`config.mk`:
```
export PLATFORM = sky130hd
export DESIGN_NAME = word_aligner
export DESIGN_NICKNAME = d
export VERILOG_FILES = /design/src/rtl/word_aligner.sv
export SDC_FILE = /design/constraint.sdc
export NUM_CORES = 1
export LEC_CHECK = 0
export BUFFER_PORTS_ARGS = -buffer_cell sky130_fd_sc_hd__clkbuf_2
export CAP_MARGIN = 5
export CORE_MARGIN = 4
export CORE_UTILIZATION = 41
export DETAILED_ROUTE_END_ITERATION = 7
export HOLD_SLACK_MARGIN = 0.12
export SKIP_LAST_GASP = 1
export SYNTH_ARGS = -nofsm -noshare
export SYNTH_HDL_FRONTEND = slang
export SYNTH_SLANG_ARGS = --single-unit
export TNS_END_PERCENT = 10
```
`constraint.sdc`:
```
create_clock -name clock -period 6.6 [get_ports clock]
set_clock_uncertainty 0.15 [all_clocks]
set_input_delay 0.66 -clock clock [delete_from_list [all_inputs] [get_ports clock]]
set_output_delay 0.66 -clock clock [all_outputs]
set_load 0.1 [all_outputs]
```
`src/rtl/word_aligner.sv`:
```
// Fabric word aligner: finds the bit offset of a training pattern in a 2*WIDTH window of
// consecutive deserializer words, verifies it, locks, and monitors training errors.
module word_aligner #(
    parameter int unsigned      WIDTH                = 10,
    parameter logic [WIDTH-1:0] TRAINING_PATTERN     = 10'b1111100000,
    parameter int unsigned      MATCHES_REQUIRED     = 16,
    parameter int unsigned      MISMATCHES_TO_UNLOCK = 4
) (
    input  logic                       clock,
    input  logic                       reset,
    input  logic [WIDTH-1:0]           input_word,
    input  logic                       training,
    input  logic                       realign,
    output logic [WIDTH-1:0]           output_word,
    output logic                       locked,
    output logic [$clog2(WIDTH)-1:0]   offset,
    output logic [15:0]                error_count
);

    localparam int unsigned OW = $clog2(WIDTH);

    typedef enum logic [1:0] {
        SEARCH,
        VERIFY,
        LOCKED
    } state_t;

    state_t           state;
    state_t           state_next;
    logic [WIDTH-1:0] previous_word;
    logic [7:0]       match_count;
    logic [7:0]       match_count_next;
    logic [7:0]       miss_count;
    logic [7:0]       miss_count_next;
    logic [OW-1:0]    offset_next;
    logic [OW-1:0]    offset_inc;
    logic             error_inc;

    logic [2*WIDTH-1:0] window;
    logic [OW:0]        select;
    logic [WIDTH-1:0]   candidate;
    logic               match;

    // Bit 0 of the window is the oldest received bit.
    assign window     = {input_word, previous_word};
    assign select     = {1'b0, offset};
    assign candidate  = window[select +: WIDTH];
    assign match      = (candidate == TRAINING_PATTERN);
    assign offset_inc = (offset == OW'(WIDTH - 1)) ? '0 : offset + OW'(1);

    always_comb begin
        state_next       = state;
        offset_next      = offset;
        match_count_next = match_count;
        miss_count_next  = miss_count;
        error_inc        = 1'b0;

        case (state)
            SEARCH: begin
                if (match) begin
                    state_next       = VERIFY;
                    match_count_next = 8'd1;
                end else begin
                    offset_next = offset_inc;
                end
            end
            VERIFY: begin
                if (match) begin
                    if (match_count == 8'(MATCHES_REQUIRED - 1)) begin
                        state_next      = LOCKED;
                        miss_count_next = '0;
                    end else begin
                        match_count_next = match_count + 8'd1;
                    end
                end else begin
                    state_next       = SEARCH;
                    offset_next      = offset_inc;
                    match_count_next = '0;
                end
            end
            LOCKED: begin
                if (training) begin
                    if (match) begin
                        miss_count_next = '0;
                    end else begin
                        error_inc = 1'b1;
                        if (miss_count == 8'(MISMATCHES_TO_UNLOCK - 1)) begin
                            state_next       = SEARCH;
                            miss_count_next  = '0;
                            match_count_next = '0;
                            offset_next      = offset_inc;
                        end else begin
                            miss_count_next = miss_count + 8'd1;
                        end
                    end
                end
            end
            default: begin
                state_next = SEARCH;
            end
        endcase

        // Realign overrides any transition but still lets a LOCKED-state error be counted.
        if (realign) begin
            state_next       = SEARCH;
            offset_next      = offset;
            match_count_next = '0;
            miss_count_next  = '0;
        end
    end

    always_ff @(posedge clock or posedge reset) begin
        if (reset) begin
            state         <= SEARCH;
            previous_word <= '0;
            output_word   <= '0;
            offset        <= '0;
            match_count   <= '0;
            miss_count    <= '0;
            locked        <= 1'b0;
            error_count   <= '0;
        end else begin
            state         <= state_next;
            previous_word <= input_word;
            output_word   <= candidate;
            offset        <= offset_next;
            match_count   <= match_count_next;
            miss_count    <= miss_count_next;
            locked        <= (state_next == LOCKED);
            if (error_inc && (error_count != '1)) begin
                error_count <= error_count + 16'd1;
            end
        end
    end

endmodule

```
== Word-level counts from Yosys, hierarchy flattened ==
Cells that the tools add are included.

* Logic and storage cells: 74
* Output and inout bits: 31
* Register bits after elaboration: 59

* Eq/ne operators: 19
* Bitwise operators: 1
* Reductions and logical operators: 9
* Shift-type cells: 1
* Multiplexer cells: 32
* Add/subtract/negate cells: 4

{| class="wikitable"
|+ Operators by type and width
! cell !! count
|-
| $mux 8 || 13
|-
| $pmux 8 s3 || 1
|-
| $mux 4 || 5
|-
| $shiftx 20x5->10 || 1
|-
| $ne 3x3->1 const B || 6
|-
| $add 16x1->16 const B || 1
|-
| $add 8x1->8 const B || 2
|-
| $ne 16x16->1 const B || 1
|-
| $pmux 8 s2 || 1
|-
| $mux 2 || 7
|-
| $reduce_and 6->1 || 2
|-
| $eq 10x10->1 const B || 1
|-
| $eq 8x2->1 const B || 1
|-
| $eq 8x4->1 const B || 1
|-
| $ne 2x2->1 const B || 4
|-
| $pmux 4 s2 || 1
|-
| $pmux 2 s3 || 1
|-
| $add 4x1->4 const B || 1
|-
| $eq 2x2->1 const B || 2
|-
| $eq 4x4->1 const B || 1
|-
| $ne 4x4->1 const B || 1
|-
| $reduce_and 4->1 || 1
|-
| $reduce_bool 4->1 || 1
|-
| $mux 1 || 3
|-
| other kinds (7) || 7
|}

== Depth between registers and ports, before layout ==
Gate-level depths: netlist of the first run.

* Depth in word-level cells: 7
* Mapped depth: 13
* Mapped depth without buffers: 9

== Worst setup path after synthesis of the first run ==
Ideal clock, no wire load.

* Kind: register -> register
* Start: register offset[1]
* End: register match_count[2]
* Clock period less this slack: 4103 ps
* Buffers on the path: 2
* Slack: 2497 ps
* Arrival time: 3832 ps
* Cell stages (with the launch flop): 11
* Cell sequence: dfrtp_1 > buf_6 > mux4_2 > mux4_2 > nor3_2 > o211ai_2 > nor4b_4 > buf_4 > mux2i_1 > o21ai_0 > a22o_1

* Word-level cells in the longest chain between the ends: 5

{| class="wikitable"
|+ Ends and longest elaborated chain
! element !! RTL line !! source
|-
| from (decl) || 16 || <nowiki>output logic [$clog2(WIDTH)-1:0] offset,</nowiki>
|-
| from (signal assigned) || 126 || <nowiki>offset <= offset_next;</nowiki>
|-
| $shiftx 20x5->10 * || 47 || <nowiki>assign candidate = window[select +: WIDTH];</nowiki>
|-
| net candidate[4] || 41 || <nowiki>logic [WIDTH-1:0] candidate;</nowiki>
|-
| $eq 10x10->1 * || 48 || <nowiki>assign match = (candidate == TRAINING_PATTERN);</nowiki>
|-
| $mux 8 || 68 || <nowiki>if (match) begin</nowiki>
|-
| $pmux 8 s3 || 58 || <nowiki>case (state)</nowiki>
|-
| $mux 8 || 104 || <nowiki>if (realign) begin</nowiki>
|-
| to (signal assigned) || 127 || <nowiki>match_count <= match_count_next;</nowiki>
|-
| to (decl) || 31 || <nowiki>logic [7:0] match_count;</nowiki>
|}

The timed path passes the listed nets; every way through them passes the cells marked *.
A chain may end at the register's enable or synchronous reset.

== Worst setup path in the final report of the first run ==
* Start: register offset[1]
* End: register match_count[5]

* Word-level cells in the longest chain between the ends: 5

{| class="wikitable"
|+ Ends and longest elaborated chain
! element !! RTL line
|-
| $shiftx 20x5->10 * || 47
|-
| $eq 10x10->1 * || 48
|-
| $mux 8 || 68
|-
| $pmux 8 s3 || 58
|-
| $mux 8 || 104
|}

Every way passes the cells marked *; elsewhere a longest branch is shown, timed or not.

==> run_summary.xml, run 1 <==
<?xml version="1.0" encoding="UTF-8"?>
<metrics>
  <group name="run_status">
    <metric name="run_status" unit="">finished, final reports clean</metric>
  </group>
  <group name="placed_design">
    <metric name="dpl.cell_count" unit="">455</metric>
    <metric name="globalplace.congestion" unit="">0.877</metric>
    <metric name="detailed_place_hpwl" unit="mm">5.56</metric>
    <metric name="numPortBuffers" unit="">44</metric>
    <metric name="place_area" unit="um2">3910</metric>
  </group>
  <group name="floorplanning">
    <metric name="die_y" unit="um">102</metric>
    <metric name="core" unit="um2">8680</metric>
    <metric name="initial_core_util" unit="">0.418</metric>
    <metric name="design.die.area" unit="um2">10400</metric>
    <metric name="top_level_ports" unit="">45</metric>
    <metric name="rows" unit="">34</metric>
    <metric name="die_w" unit="um">102</metric>
  </group>
  <group name="clock_tree">
    <metric name="cts_tree" unit="">built</metric>
    <metric name="cts_resized" unit="">0</metric>
    <metric name="path_clk_slew" unit="ps">80</metric>
    <metric name="tritoncts_num_sinks" unit="">59</metric>
    <metric name="cts_buffer_depth" unit="">2</metric>
    <metric name="post_cts.repair.setup_buffers" unit="">0</metric>
    <metric name="h_tree_lvls" unit="">3</metric>
    <metric name="root_buffer" unit="">sky130_fd_sc_hd__clkbuf_8</metric>
    <metric name="post_cts_hold_fix_bufs" unit="">0</metric>
    <metric name="clk-insertion-delay-late" unit="ps">340</metric>
    <metric name="number_of_buffers_created_by_cts" unit="">9</metric>
  </group>
  <group name="yosys">
    <metric name="synth_edf_count" unit="">0</metric>
    <metric name="postSynthCellCount" unit="">318</metric>
    <metric name="synth-seq-cells" unit="">59</metric>
    <metric name="asyncSetResetFlopFracSynth" unit="">1.00</metric>
    <metric name="post_synth_instance_area" unit="um2">3630</metric>
    <metric name="synthesis.yosys.warnings" unit="">0</metric>
    <metric name="synth_sequential_area_ratio" unit="">0.407</metric>
    <metric name="post_synth.cell_area_avg" unit="um2">11.4</metric>
    <metric name="postSynth.topFlopCell" unit="">sky130_fd_sc_hd__dfrtp_1</metric>
    <metric name="ys_types" unit="">58</metric>
    <metric name="mappedNetlistNets" unit="">339</metric>
  </group>
  <group name="worst_setup_path">
    <metric name="timing.setup.critical_path_class" unit="">flop to flop</metric>
    <metric name="critPathMaxFanout" unit="">20</metric>
    <metric name="critical_path_arrival" unit="ps">4520</metric>
    <metric name="reg2reg_setup_slack" unit="ps">2160</metric>
    <metric name="required" unit="ps">6680</metric>
    <metric name="crit_path_largest_cell_delay" unit="ps">880</metric>
    <metric name="end_kind" unit="">flop</metric>
    <metric name="cp-start-kind" unit="">flop</metric>
    <metric name="critical_path.reg2reg.endpoint" unit="">match_count[5]</metric>
    <metric name="cp_cell_sequence" unit="">buf_4 -&gt; mux4_2 -&gt; mux2i_1 -&gt; a21boi_0 -&gt; o22a_1 -&gt; nor4b_4 -&gt; mux2i_1 -&gt; o21ai_0 -&gt; a22o_1</metric>
    <metric name="timing.rr.start" unit="">offset[1]</metric>
    <metric name="critPathMostFrequentCell" unit="">sky130_fd_sc_hd__mux2i_1</metric>
    <metric name="slowest_cell_on_crit_path" unit="">sky130_fd_sc_hd__dfrtp_1</metric>
    <metric name="r2r_cells" unit="">9</metric>
  </group>
  <group name="cells_and_area">
    <metric name="area.growth.synth_to_final" unit="%">13.2</metric>
    <metric name="fin_nets" unit="">379</metric>
    <metric name="layout.cell_area.non_filler" unit="um2">4110</metric>
    <metric name="drive_gt1_frac" unit="">0.275</metric>
    <metric name="antenna_cells_inserted" unit="">0</metric>
    <metric name="layout.cells.most_common" unit="">sky130_fd_sc_hd__dfrtp_1</metric>
    <metric name="mostFrequentLayoutCells" unit="">sky130_fd_sc_hd__dfrtp_1 (59), sky130_fd_sc_hd__clkbuf_2 (44), sky130_fd_sc_hd__nand3_1 (21)</metric>
    <metric name="finish.cell_count_without_fillers" unit="">471</metric>
  </group>
  <group name="grt">
    <metric name="grt_antenna_before_repair" unit="">0</metric>
    <metric name="grt_pass1_wl" unit="mm">13.6</metric>
    <metric name="via_count_of_the_first_global_routing_pass" unit="">2588</metric>
    <metric name="overall_global_routing_usage" unit="">0.168</metric>
    <metric name="pin_count_of_the_biggest_net_entering_global_routing" unit="">60</metric>
    <metric name="grt_overflow" unit="">0</metric>
  </group>
  <group name="route">
    <metric name="ant_nets" unit="">0</metric>
    <metric name="vias" unit="">2709</metric>
    <metric name="remaining_drc_errors" unit="">0</metric>
    <metric name="dr.first_iter.drc_count" unit="">226</metric>
    <metric name="routed_wl" unit="mm">7.92</metric>
    <metric name="drtPass1Iterations" unit="">4</metric>
    <metric name="route.detailed.vias_per_inst" unit="">5.75</metric>
    <metric name="routed_wire_length_per_instance" unit="um">16.8</metric>
  </group>
  <group name="job">
    <metric name="cap_violations" unit="">0</metric>
  </group>
  <group name="sta">
    <metric name="tightestPinTransition" unit="ps">1130</metric>
    <metric name="finalSetupTns" unit="ps">0</metric>
    <metric name="drv_slew" unit="">0</metric>
    <metric name="finalSetupViolations" unit="">0</metric>
    <metric name="fin_crit_sh" unit="">0.672</metric>
    <metric name="final.min_clock_period" unit="ps">4440</metric>
    <metric name="final_hold_viol_count" unit="">0</metric>
    <metric name="slew_headroom" unit="">0.244</metric>
    <metric name="grt_setup_unrepaired" unit="">false</metric>
    <metric name="timing.fmax" unit="MHz">225</metric>
  </group>
  <group name="worst_hold_path">
    <metric name="kind_of_path_behind_the_tightest_hold_check" unit="">input port to asynchronous set/reset pin</metric>
  </group>
  <group name="power_and_ir_drop">
    <metric name="leakage_component_of_the_power" unit="nW">1.91</metric>
    <metric name="vdd_ir_drop_max" unit="mV">0.253</metric>
    <metric name="cell_area_power_density" unit="nW/um2">423</metric>
  </group>
</metrics>
[logic make-up (layout without fill, tap and decap cells)]
group,count (synthesis),in the layout,synth area share
AO/OA/AOI/OAI,53,53,0.118
AND/OR/NAND/NOR,111,111,0.176
adder cells (fa/ha/maj),7,7,0.0241
multiplexers,43,43,0.198
XOR/XNOR,17,17,0.0410
flip-flops,59,59,0.407
buffers and inverters,28,73,0.0369
[critical path: cells and delay by family, from the launching register on]
kind            cells  cell delay (ps)
flops               1              880
compound gates      4              860
buf+inv             1              340
mux                 3             1390
simple gates        1              700
[worst max-delay path by stage]
stage / start / endpoint / slack, ps
2_1_floorplan: offset[1] / match_count[2] / 2500
3_3_place_gp: offset[1] / match_count[7] / 2270
3_5_place_dp: offset[1] / match_count[5] / 2110
4_1_cts: offset[1] / match_count[5] / 2140
5_1_grt: offset[1] / match_count[6] / 1830
6_report: offset[1] / match_count[5] / 2160
[metal layers]
metal / share of wire / vias to the layer above / routed length [um] / GRT usage
met5: 0 / - / 0 / 0
met4: 0.015 / 0 / 119 / 0.0555
met3: 0.058 / 12 / 459 / 0.0457
met2: 0.44 / 70 / 3480 / 0.236
met1: 0.49 / 1346 / 3870 / 0.252
li1: - / 1281 / - / -
[final cells by class]
cell class | count | area, um2
Fill cell | 815 | 4570
Multi-Input combinational cell | 231 | 2020
Sequential cell | 59 | 1480
Timing Repair Buffer | 46 | 235
Tap cell | 108 | 135
Clock buffer | 9 | 124
Clock inverter | 7 | 77.6
Inverter | 11 | 41.3
[metrics by stage]
stage	util	total power [W]	hold slack, ps	worst slack, ps
after floorplan	-	0.00127	335	2500
after global placement	0.450	0.00140	327	2270
after detailed placement	0.450	0.00141	334	2110
after CTS	0.473	0.00175	330	2140
after global routing	0.473	0.00184	339	1830
final	0.473	0.00174	338	2160
[cell usage after synthesis (all sizes together), types with 7 or more instances]
cell type,number,area share
nand2,17,0.018
a22o,11,0.027
o21ai,10,0.014
mux2i,17,0.047
dfrtp,59,0.41
buf,12,0.020
and3,11,0.019
ha,7,0.024
nor2,15,0.016
xnor2,16,0.039
nor2b,8,0.014
inv,10,0.010
mux4,22,0.14
nand3,21,0.029
[flip-flops by register name, summed over array words and instances (netlist names)]
name	count
error_count	16
locked	1
match_count	8
miss_count	8
offset	4
output_word	10
previous_word	10
state	2
[report_power, final]
| part | switching (W) | total, W | leakage, nW | internal (W) |
|---|---|---|---|---|
| combinational | 0.000577 | 0.000884 | 1.04 | 0.000307 |
| clock | 0.000159 | 0.000335 | 0.0998 | 0.000177 |
| sequential | 0.000106 | 0.000517 | 0.768 | 0.000411 |
Power figures use the tool's default switching activity.
==> run 2, diff against run 1 <==
clock period = 4 ns   (was 6.6 ns; I/O delays follow)
==> run_summary.xml, run 2 (synthesis results as in run 1) <==
<?xml version="1.0" encoding="UTF-8"?>
<metrics>
  <group name="clock_tree">
    <metric name="root_buffer" unit="">sky130_fd_sc_hd__clkbuf_8</metric>
    <metric name="cts_tree" unit="">built</metric>
    <metric name="h_tree_lvls" unit="">3</metric>
    <metric name="tritoncts_num_sinks" unit="">59</metric>
    <metric name="path_clk_slew" unit="ps">70</metric>
    <metric name="clk-insertion-delay-late" unit="ps">350</metric>
    <metric name="cts_buffer_depth" unit="">2</metric>
    <metric name="number_of_buffers_created_by_cts" unit="">9</metric>
    <metric name="cts_resized" unit="">0</metric>
  </group>
  <group name="cells_and_area">
    <metric name="fin_nets" unit="">398</metric>
    <metric name="largest_register_ffs" unit="">16</metric>
    <metric name="mostFrequentLayoutCells" unit="">sky130_fd_sc_hd__dfrtp_1 (58), sky130_fd_sc_hd__clkbuf_2 (44), sky130_fd_sc_hd__nand3_1 (21)</metric>
    <metric name="layout.cells.most_common" unit="">sky130_fd_sc_hd__dfrtp_1</metric>
    <metric name="layout.cell_area.non_filler" unit="um2">4280</metric>
    <metric name="registers.top_by_ff_count" unit="">error_count</metric>
    <metric name="drive_gt1_frac" unit="">0.285</metric>
    <metric name="antenna_cells_inserted" unit="">0</metric>
    <metric name="area.growth.synth_to_final" unit="%">18.1</metric>
    <metric name="nFillCells" unit="">833</metric>
    <metric name="utilization" unit="">0.494</metric>
    <metric name="reg.largest.list" unit="">error_count (16), output_word (10), previous_word (10)</metric>
  </group>
  <group name="worst_setup_path">
    <metric name="timing.setup.critical_path_class" unit="">input port to flop</metric>
    <metric name="critPathMaxFanout" unit="">10</metric>
    <metric name="critical_path_arrival" unit="ps">3740</metric>
    <metric name="required" unit="ps">4090</metric>
    <metric name="r2r_cells" unit="">9</metric>
    <metric name="reg2reg_setup_slack" unit="ps">440</metric>
    <metric name="critical_path.reg2reg.endpoint" unit="">match_count[1]</metric>
    <metric name="timing.rr.start" unit="">offset[1]</metric>
    <metric name="cp-start-kind" unit="">input port</metric>
    <metric name="end_kind" unit="">flop</metric>
  </group>
  <group name="sta">
    <metric name="grt_setup_unrepaired" unit="">false</metric>
    <metric name="fin_crit_sh" unit="">0.912</metric>
    <metric name="slew_headroom" unit="">0.268</metric>
    <metric name="final_critical_path_setup_slack" unit="ps">350</metric>
    <metric name="timing.fmax" unit="MHz">274</metric>
    <metric name="finalSetupViolations" unit="">0</metric>
    <metric name="finalSetupTns" unit="ps">0</metric>
    <metric name="final.min_clock_period" unit="ps">3650</metric>
    <metric name="drv_slew" unit="">0</metric>
    <metric name="final_hold_viol_count" unit="">0</metric>
    <metric name="tightestPinTransition" unit="ps">1090</metric>
  </group>
  <group name="grt">
    <metric name="grt_antenna_before_repair" unit="">0</metric>
    <metric name="overall_global_routing_usage" unit="">0.172</metric>
    <metric name="pin_count_of_the_biggest_net_entering_global_routing" unit="">38</metric>
    <metric name="via_count_of_the_first_global_routing_pass" unit="">2616</metric>
    <metric name="grt_pass1_wl" unit="mm">13.8</metric>
    <metric name="grt_overflow" unit="">0</metric>
  </group>
  <group name="worst_hold_path">
    <metric name="worst_hold_path.num_cells" unit="">2</metric>
    <metric name="kind_of_path_behind_the_tightest_hold_check" unit="">input port to flop</metric>
    <metric name="hold_path_end" unit="">state[1]</metric>
    <metric name="min_from" unit="">realign</metric>
  </group>
  <group name="route">
    <metric name="dr.first_iter.drc_count" unit="">165</metric>
    <metric name="vias" unit="">2775</metric>
    <metric name="drtPass1Iterations" unit="">4</metric>
    <metric name="route.detailed.vias_per_inst" unit="">5.66</metric>
    <metric name="ant_nets" unit="">0</metric>
    <metric name="routed_wire_length_per_instance" unit="um">16.6</metric>
    <metric name="routed_wl" unit="mm">8.13</metric>
    <metric name="remaining_drc_errors" unit="">0</metric>
  </group>
  <group name="floorplanning">
    <metric name="initial_core_util" unit="">0.418</metric>
    <metric name="die_w" unit="um">102</metric>
    <metric name="core" unit="um2">8680</metric>
    <metric name="design.die.area" unit="um2">10400</metric>
    <metric name="top_level_ports" unit="">45</metric>
    <metric name="rows" unit="">34</metric>
    <metric name="die_y" unit="um">102</metric>
  </group>
  <group name="placed_design">
    <metric name="globalplace.congestion" unit="">0.832</metric>
    <metric name="detailed_place_hpwl" unit="mm">5.89</metric>
    <metric name="detailedPlace.worstSlack" unit="ps">427</metric>
    <metric name="place_area" unit="um2">3970</metric>
    <metric name="numPortBuffers" unit="">44</metric>
  </group>
  <group name="run_status">
    <metric name="run_status" unit="">finished, final reports clean</metric>
  </group>
  <group name="job">
    <metric name="cap_violations" unit="">0</metric>
  </group>
  <group name="power_and_ir_drop">
    <metric name="total_power" unit="W">0.00294</metric>
    <metric name="cell_area_power_density" unit="nW/um2">686</metric>
    <metric name="leakage_component_of_the_power" unit="nW">2.00</metric>
    <metric name="vdd_ir_drop_max" unit="mV">0.346</metric>
  </group>
</metrics>
[run 2: cell types whose count changed in the layout (fill, tap and decap cells not counted), sizes merged]
cell,previous run,this run
dlygate4sd3,0,11
clkinv,5,3
inv,11,14
clkinvlp,1,0
buf,2,10
[run 2: power breakdown]
part | switching (W) | internal (W) | total [W]
Combinational | 0.00102 | 0.000540 | 0.00156
Clock | 0.000281 | 0.000298 | 0.000579
Sequential | 0.000113 | 0.000681 | 0.000793
[run 2: worst max path at each step]
stage | start | to | slack, ps | depth (start not counted)
after detailed placement | offset[1] | match_count[1] | 430 | 9
after floorplan | offset[0] | match_count[2] | 30 | 10
after CTS | input_word[5] | match_count[1] | 350 | 11
final | input_word[6] | match_count[1] | 350 | 11
after global placement | offset[0] | miss_count[1] | 470 | 8
after global routing | offset[0] | miss_count[1] | 160 | 8
[run 2: area by class of cell]
class	instances	area, um2	share of cell area
tap	108	135	0.0315
sequential	59	1480	0.345
clock inverter	7	82.6	0.0193
multi-input combinational	231	2020	0.471
inverter	11	41.3	0.00964
clock buffer	9	124	0.0289
timing repair buffer	65	405	0.0946
[run 2: layer usage]
layer / part of all wire / vias up / GRT usage
met1: 0.47 / 1352 / 0.257
li1: - / 1324 / -
met2: 0.44 / 89 / 0.242
met5: 0 / - / 0
met4: 0.014 / 0 / 0.0545
met3: 0.069 / 10 / 0.0471
[run 2: critical path, cell delays in order]
cell and delay (ps):
sky130_fd_sc_hd__dlygate4sd3_1 540, sky130_fd_sc_hd__clkbuf_2 170, sky130_fd_sc_hd__mux4_1 500, sky130_fd_sc_hd__mux4_2 500, sky130_fd_sc_hd__nor3_2 220, sky130_fd_sc_hd__o211ai_2 140
sky130_fd_sc_hd__nor4b_4 300, sky130_fd_sc_hd__buf_4 240, sky130_fd_sc_hd__mux2i_1 210, sky130_fd_sc_hd__buf_4 170, sky130_fd_sc_hd__mux2_2 330
[run 2: repair_timing]
item / in CTS / in global routing
hold buffers: 11 / 0
endpoints found under the hold margin: 46 / 0
setup buffers: 0 / 0
[run 2: per-stage QoR]
stage          std cells  hold WS, ps
3_3_place_gp         463          326
3_5_place_dp         463          332
2_1_floorplan        318          281
6_report             490          228
5_1_grt              490          226
4_1_cts              490          211
